==> src/rtl/sine_sweep_ctrl.sv <==
// sine_sweep_ctrl
// Stepped-chirp frequency-sweep controller feeding the CORDIC Sine NCO.
// Steps the phase increment from a start value towards a stop value in
// fixed steps, holding each value for a programmable dwell, then pulses
// Done_o.
//
// Build option:
//   SWEEP_LOOP_EN - when defined, the sweep restarts from StartInc after the
//                   stop value's dwell instead of finishing; Done_o pulses on
//                   each restart and the sweep runs until Abort_i.
//
// Ports:
//   Clk_i       clock, rising edge
//   Rst_i       asynchronous active-high reset
//   Start_i     start request (sampled in IDLE only)
//   Abort_i     abort the running sweep (level)
//   StartInc_i  first phase increment
//   StopInc_i   final phase increment
//   Step_i      step magnitude (0 behaves as 1)
//   Dwell_i     cycles each value is held (0 behaves as 1)
//   PhInc_o     phase increment to the NCO
//   Val_o       valid to the NCO
//   Busy_o      high whenever not IDLE
//   Done_o      one-cycle completion pulse
module sine_sweep_ctrl #(
    parameter int W       = 16,
    parameter int DWELL_W = 16
) (
    input  logic               Clk_i,
    input  logic               Rst_i,
    input  logic               Start_i,
    input  logic               Abort_i,
    input  logic [W-1:0]       StartInc_i,
    input  logic [W-1:0]       StopInc_i,
    input  logic [W-1:0]       Step_i,
    input  logic [DWELL_W-1:0] Dwell_i,
    output logic [W-1:0]       PhInc_o,
    output logic               Val_o,
    output logic               Busy_o,
    output logic               Done_o
);

    typedef enum logic [1:0] {
        IDLE = 2'd0,
        RUN  = 2'd1,
        DONE = 2'd2
    } state_t;

    state_t             state_q, state_d;
    logic [W-1:0]       phinc_q, phinc_d;
    logic [W-1:0]       start_q, start_d;
    logic [W-1:0]       stop_q, stop_d;
    logic [W-1:0]       step_q, step_d;     // already forced to >= 1
    logic [DWELL_W-1:0] dm1_q, dm1_d;       // D-1, reload value of the counter
    logic [DWELL_W-1:0] cnt_q, cnt_d;
    logic               up_q, up_d;
    logic               done_q, done_d;

    // Candidate next value, computed one bit wider so carry/borrow out of
    // W bits is visible and can be clamped to Stop.
    logic [W:0]   sum_w, dif_w;
    logic [W-1:0] next_inc;

    always_comb begin
        sum_w = {1'b0, phinc_q} + {1'b0, step_q};
        dif_w = {1'b0, phinc_q} - {1'b0, step_q};
        if (up_q) begin
            next_inc = (sum_w[W] || (sum_w[W-1:0] > stop_q)) ? stop_q : sum_w[W-1:0];
        end else begin
            next_inc = (dif_w[W] || (dif_w[W-1:0] < stop_q)) ? stop_q : dif_w[W-1:0];
        end
    end

    always_comb begin
        state_d = state_q;
        phinc_d = phinc_q;
        start_d = start_q;
        stop_d  = stop_q;
        step_d  = step_q;
        dm1_d   = dm1_q;
        cnt_d   = cnt_q;
        up_d    = up_q;
        done_d  = 1'b0;

        unique case (state_q)
            IDLE: begin
                if (Start_i && !Abort_i) begin
                    start_d = StartInc_i;
                    stop_d  = StopInc_i;
                    step_d  = (Step_i == '0) ? W'(1) : Step_i;
                    dm1_d   = (Dwell_i == '0) ? '0 : Dwell_i - DWELL_W'(1);
                    cnt_d   = (Dwell_i == '0) ? '0 : Dwell_i - DWELL_W'(1);
                    up_d    = (StopInc_i >= StartInc_i);
                    phinc_d = StartInc_i;
                    state_d = RUN;
                end
            end
            RUN: begin
                if (Abort_i) begin
                    phinc_d = '0;
                    state_d = IDLE;
                end else if (cnt_q != '0) begin
                    cnt_d = cnt_q - DWELL_W'(1);
                end else if (phinc_q == stop_q) begin
`ifdef SWEEP_LOOP_EN
                    phinc_d = start_q;
                    cnt_d   = dm1_q;
                    done_d  = 1'b1;
`else
                    done_d  = 1'b1;
                    state_d = DONE;
`endif
                end else begin
                    phinc_d = next_inc;
                    cnt_d   = dm1_q;
                end
            end
            DONE: begin
                state_d = IDLE;
            end
            default: begin
                state_d = IDLE;
            end
        endcase
    end

    always_ff @(posedge Clk_i or posedge Rst_i) begin
        if (Rst_i) begin
            state_q <= IDLE;
            phinc_q <= '0;
            start_q <= '0;
            stop_q  <= '0;
            step_q  <= '0;
            dm1_q   <= '0;
            cnt_q   <= '0;
            up_q    <= 1'b0;
            done_q  <= 1'b0;
        end else begin
            state_q <= state_d;
            phinc_q <= phinc_d;
            start_q <= start_d;
            stop_q  <= stop_d;
            step_q  <= step_d;
            dm1_q   <= dm1_d;
            cnt_q   <= cnt_d;
            up_q    <= up_d;
            done_q  <= done_d;
        end
    end

    // Outputs decode directly from registers only.
    assign PhInc_o = phinc_q;
    assign Val_o   = (state_q == RUN);
    assign Busy_o  = (state_q != IDLE);
    assign Done_o  = done_q;

endmodule

==> config.mk <==
export PLATFORM = sky130hd
export DESIGN_NAME = sine_sweep_ctrl
export DESIGN_NICKNAME = d
export VERILOG_FILES = /design/src/rtl/sine_sweep_ctrl.sv
export SDC_FILE = /design/constraint.sdc
export NUM_CORES = 1
export LEC_CHECK = 0
export BUFFER_PORTS_ARGS = -buffer_cell sky130_fd_sc_hd__buf_2
export CELL_PAD_IN_SITES_DETAIL_PLACEMENT = 1
export CELL_PAD_IN_SITES_GLOBAL_PLACEMENT = 1
export CORE_AREA = 2 2 128 155
export CTS_CLUSTER_SIZE = 16
export DETAILED_ROUTE_END_ITERATION = 8
export DIE_AREA = 0 0 130 157
export PLACE_DENSITY = 0.7
export SETUP_SLACK_MARGIN = 0.02
export SYNTH_ARGS = -nofsm -noshare
export SYNTH_HDL_FRONTEND = slang
export SYNTH_SLANG_ARGS = --single-unit
export TNS_END_PERCENT = 100
==> constraint.sdc <==
create_clock -name Clk_i -period 6.63 [get_ports Clk_i]
set_input_delay 1.6575 -clock Clk_i [delete_from_list [all_inputs] [get_ports Clk_i]]
set_output_delay 1.6575 -clock Clk_i [all_outputs]
set_load 0.05 [all_outputs]
* Word level (Yosys, flattened, before mapping)
Cells that the tools add are included.
** Word-level totals
- Bits in registers :: 84
- Bits of input ports :: 68
- Logic and storage cells :: 61
- Output and inout bits :: 19
** Operators by class
- $lt $le $gt $ge :: 3
- Multiplexer cells :: 24
- Reductions and logical operators :: 14
- Add/subtract/negate cells :: 4
- Equal/unequal tests :: 8
** Operators by type and width (count)
- $mux 16 :: 13
- $pmux 16 s2 :: 2
- $logic_not 16->1 :: 2
- $sub 16x1->16 const B :: 2
- $add 16x16->17 :: 1
- $sub 16x16->17 :: 1
- $eq 16x16->1 :: 1
- $ge 16x16->1 :: 1
- $gt 16x16->1 :: 1
- $lt 16x16->1 :: 1
- $reduce_bool 16->1 :: 1
- $ne 3x3->1 const B :: 3
- $mux 2 :: 4
- $reduce_and 4->1 :: 2
- $mux 1 :: 4
- $ne 2x2->1 const B :: 2
- $pmux 2 s2 :: 1
- $reduce_bool 2->1 :: 2
- $ne 3x2->1 const B :: 1
- $reduce_and 3->1 :: 1
- $eq 2x1->1 const B :: 1
- $logic_not 2->1 :: 1
- $logic_or 1x1->1 :: 2
- $reduce_and 2->1 :: 1
- 2 further kinds :: 2

* Depth between registers and ports, before layout
- Depth after elaboration :: 9
- Depth in mapped cells :: 20
- Mapped depth without buffers :: 19

* Least setup slack after synthesis
No wires, ideal clock.
- Kind :: register to register
- Start point :: reg phinc_q[8], in the netlist PhInc_o[8]
- End point :: reg phinc_q[5], in the netlist PhInc_o[5]
- Library setup time :: 0.139 ns
- Stages on the path, launching flop included :: 19
- Buffers on the path :: 2
- Period minus slack after synthesis :: 4.647 ns
- Data required time :: 6.491 ns
- Setup slack :: 1.983 ns
- Data arrival time :: 4.508 ns
- Path through :: dfrtp_1 -> ha_1 -> clkbuf_1 -> nor2b_1 -> a21oi_1 -> or4b_2 -> o21ai_1 -> mux2_2 -> or2_2 -> ha_1 -> a21oi_1 -> o21a_1 -> nand3_1 -> a211oi_1 -> a2bb2oi_2 -> buf_2 -> nor2_1 -> a21oi_1 -> o221ai_1
** On the way
- Longest elaborated chain between the ends :: 9
- Elaborated cells on any way between the ends :: 16
- Classes of those cells :: add/sub: 2; order compare: 2; eq/ne: 2; mux: 7; reduce/logical: 3
** Ends and longest elaborated chain
- start: declaration :: RTL line 50 : logic [W-1:0] phinc_q, phinc_d;
- start signal: assignment :: RTL line 140 : phinc_q <= phinc_d;
- $sub 16x16->17 or $add 16x16->17 (tied branches) :: RTL line 66, 65
- $lt 16x16->1 or $gt 16x16->1 (tied branches) :: RTL line 70, 68
- $logic_or 1x1->1 (on tied branches) :: RTL line 70, 68
- $mux 16 (on tied branches) :: RTL line 70, 68
- $mux 16 :: RTL line 67 : if (up_q) begin
- $mux 16 :: RTL line 104 : end else if (phinc_q == stop_q) begin
- $mux 16 :: RTL line 102 : end else if (cnt_q != '0) begin
- $mux 16 :: RTL line 99 : if (Abort_i) begin
- $pmux 16 s2 :: RTL line 85 : unique case (state_q)
Parallel ways exist; a longest one is shown, timed or not. The select of a mux whose other input is x is not followed.
A chain may end at the register's enable or synchronous reset.

* Worst setup path in the final report
- Start point :: reg phinc_q[6], in the netlist PhInc_o[6]
- End point :: reg phinc_q[9], in the netlist PhInc_o[9]
The elaborated chain is that of the path after synthesis.

==> flow_summary_export.csv <==
group,metric,value,unit
synthesis,synth.net_count,1061,
critical_path,crit_type,"reg2reg",
route,drtAntennaViolNets,0,
route,dr.pass1.iters,4,
die,initial_core_util,39.39,%
synthesis,synth_mux_area_share,1.386,%
cts,cts_inserted_buffers,9,
cells_and_area,fin_util,44.33,%
cells_and_area,drive_gt1_share,13.55,%
route,top_layer_used,"met4",
grt,overflow,0,
route,wl_met1,10540,um
route,drt_iter0_drc,279,
cts,cts-resized-gates,0,
route,dr_wl_met3,856,um
timing,rsz0062_at_grt,"false",
synthesis,synth_top_family_by_area,"compound AO/OA/AOI/OAI gates",
die,die_x,130,um
route,routed_wl,24010,um
synthesis,syn_area,7401,um2
timing,max_freq,186.8,MHz
placement,portBuffers,86,
grt,grt_max_degree,74,
grt,grt_usage,24.72,%
route,vias,6832,
cells_and_area,area_delta_synth_final,12.53,%
cts,h-tree-depth,3,
grt,grt_first_pass_wirelength,38840,um
pwr,power_density,368.1,nW/um2
route,wl_per_cell,19.50,um
synthesis,synth-simple-area-share,20.93,%
run,maxCapViolCount,0,
timing,hold_viol,0,
die,core.rowCount,55,
timing,report.final.setup_viol,0,
run_status,status,"completed",
cts,clkTransAtPathRegs,70,ps
cts,post_cts_buffers,0,
die,die-height,157,um
timing,worst_pin_slew,1058,ps
synthesis,synth_edf_count,0,
synthesis,syn_avg_cell_area,8.142,um2
timing,timing.final.crit_share,80.73,%
synthesis,ys.flop_type,"dfrtp_1",
critical_path,worstPathArrival,5600,ps
hold_path,hp-class,"reg2reg",
synthesis,ys_seq_area_share,28.40,%
cts,cts-root-buf,"clkbuf_16",
route,drc,0,
cells_and_area,num-fill-cells,2306,
grt,antenna_found_initial,1,
timing,max_slew_margin,29.28,%
route,routed_via_density,5.550,
synthesis,synth_compound_area_share,21.22,%
die,core,18790,um2
cells_and_area,fin_nets,1122,
timing,skew,11.75,ps
timing,tns,0,ps
die,die-area,20410,um2
synthesis,ys_types,78,
grt,grt_pass1_vias,7191,
synthesis,synth-xor-area-share,7.337,%
critical_path,critPathRequiredTime,6880,ps
synthesis,syn_inst,909,
synthesis,synth-seq-cells,84,
pwr,vdd_drop_max,0.0001286,V
pwr,leakage,3.880,nW
synthesis,yosysWarnings,0,
cts,cts_max_path_buffers,2,
cts,cts_tree,"built",
timing,fin_crit,5352,ps
route,dr_wl_met2,12070,um
critical_path,cp-start-kind,"flip-flop",
synthesis,synth-adder-area-share,14.40,%
cts,clk_latency,360,ps
die,ios,87,
synthesis,postSynth.asyncResetShare,100.0,%
placement,gp_congestion,0.9163,
critical_path,critical_path.max_fanout,16,
placement,hpwl,18640,um
cts,ctsHoldBuffers,0,
critical_path,end_kind,"flip-flop",
timing,drv_slew,0,
cts,cts.sinks,84,
-- metrics by stage --
step / instance area (um2) / power (mW) / std cells / worst slack [ps] / hold slack [ps]
after detailed placement: 8009 / 2.479 / 1215 / 1366 / 467.6
after CTS: 8325 / 3.071 / 1230 / 1280 / 483.2
after floorplan: 7401 / 2.012 / 909 / 1983 / 446.6
after global routing: 8325 / 3.318 / 1230 / 862.5 / 498.2
after global placement: 8009 / 2.456 / 1215 / 1487 / 460.1
final: 8328 / 3.065 / 1231 / 1278 / 477.7
-- Yosys cell counts (3+ instances only) --
| cell type | n | area share [%] |
|---|---|---|
| a2111oi_0 | 3 | 0.36 |
| a211oi_1 | 14 | 1.4 |
| a21o_1 | 8 | 0.81 |
| a21oi_1 | 74 | 5.0 |
| a31oi_1 | 11 | 0.93 |
| and2_1 | 3 | 0.25 |
| and3_1 | 6 | 0.51 |
| buf_6 | 4 | 0.61 |
| clkbuf_1 | 33 | 1.7 |
| dfrtp_1 | 84 | 28 |
| ha_1 | 82 | 14 |
| inv_1 | 73 | 3.7 |
| mux2i_1 | 8 | 1.1 |
| nand2_1 | 91 | 4.6 |
| nand2b_1 | 12 | 1.0 |
| nand3_1 | 23 | 1.6 |
| nand3b_1 | 4 | 0.41 |
| nand4_1 | 9 | 0.76 |
| nor2_1 | 66 | 3.3 |
| nor2b_1 | 10 | 0.85 |
| nor3_1 | 32 | 2.2 |
| nor3b_1 | 3 | 0.30 |
| nor4_1 | 14 | 1.2 |
| o211ai_1 | 8 | 0.81 |
| o21a_1 | 9 | 0.91 |
| o21ai_0 | 66 | 4.5 |
| o21ai_1 | 8 | 0.54 |
| o21bai_1 | 4 | 0.41 |
| o221ai_1 | 11 | 1.3 |
| o22ai_1 | 5 | 0.42 |
| o31ai_1 | 6 | 0.61 |
| or3_1 | 6 | 0.51 |
| or4_1 | 3 | 0.30 |
| xnor2_1 | 28 | 3.3 |
| xor2_1 | 34 | 4.0 |
-- final timing paths --
check / start / end / slack, ps / cells past startpoint
setup / recovery: PhInc_o[6]$_DFFE_PP0P_ / PhInc_o[9]$_DFFE_PP0P_ / 1280 / 17
hold / removal: dm1_q[4]$_DFFE_PP0P_ / dm1_q[4]$_DFFE_PP0P_ / 480 / 2
setup reg to reg: PhInc_o[6]$_DFFE_PP0P_ / PhInc_o[9]$_DFFE_PP0P_ / 1280 / 17
hold reg to reg: dm1_q[4]$_DFFE_PP0P_ / dm1_q[4]$_DFFE_PP0P_ / 480 / 2
max in group asynchronous: Rst_i / step_q[13]$_DFFE_PP0P_ / 4080 / 3
min in group asynchronous: Rst_i / stop_q[2]$_DFFE_PP0P_ / 1480 / 2
-- cell usage in the layout, fill, tap and decap left out, types with 3 or more instances in the layout --
cell,instances
buf_2,86
nor4_1,14
nand2_1,91
xor2_1,34
a31oi_1,11
o21ai_1,8
o211ai_1,8
inv_1,72
a2111oi_0,3
o31ai_1,6
a211oi_1,14
nor2_1,66
mux2i_1,8
a21oi_1,74
o21bai_1,4
or3_1,6
nand3b_1,4
nor3_1,32
nand2b_1,12
ha_1,82
and2_1,3
nand3_1,23
and3_1,6
o221ai_1,11
nor2b_1,10
buf_4,6
or4_1,3
clkbuf_16,9
o22ai_1,5
o21ai_0,66
a21o_1,8
xnor2_1,28
nand4_1,9
dfrtp_1,84
o21a_1,9
-- state kept, by name (all words and copies together), names as in the netlist --
signal,flops
Done_o,1
PhInc_o,16
cnt_q,16
dm1_q,16
state_q,2
step_q,16
stop_q,16
up_q,1
-- critical path, stage by stage, from the launching register on --
cell and delay, ps:
dfrtp_1 440, ha_1 490, inv_1 100, a21oi_1 150, or4b_1 510, and3_1 240
o21ai_1 250, mux2_2 380, or2_2 300, ha_1 320, a21oi_1 150, o21a_1 140
nand3_1 80, a211oi_1 290, a2bb2oi_2 640, a21bo_1 400, o21ai_0 120, o21ai_0 240
-- final cells by class --
| type | count | area, um2 | share of cell area (%) |
|---|---|---|---|
| Sequential cell | 84 | 2102 | 25.24 |
| Timing Repair Buffer | 92 | 475.5 | 5.709 |
| Inverter | 73 | 275.3 | 3.305 |
| Clock inverter | 4 | 73.82 | 0.8864 |
| Antenna cell | 1 | 2.502 | 0.03005 |
| Clock buffer | 11 | 242.7 | 2.915 |
| Multi-Input combinational cell | 710 | 4836 | 58.07 |
| Tap cell | 256 | 320.3 | 3.846 |
-- logic make-up (layout without fill, tap and decap cells) --
family | Yosys count | after routing
AND/OR/NAND/NOR | 304 | 304
AO/OA/AOI/OAI | 250 | 250
buffers and inverters | 115 | 180
adder cells (fa/ha/maj) | 84 | 84
flip-flops | 84 | 84
XOR/XNOR | 62 | 62
multiplexers | 10 | 10
other | 0 | 1
-- power by group --
group / switching, mW / internal (mW) / total, mW
clock: 0.224 / 0.339 / 0.563
combinational: 1.10 / 0.657 / 1.75
sequential: 0.129 / 0.621 / 0.750
-- routing by layer --
| metal | vias to the layer above | GRT usage, % |
|---|---|---|
| met3 | 31 | 3.501 |
| met1 | 3325 | 31.12 |
| met5 | - | 0 |
| li1 | 3350 | - |
| met2 | 126 | 43.83 |
| met4 | 0 | 6.912 |
(Power assumes the default switching activity.)
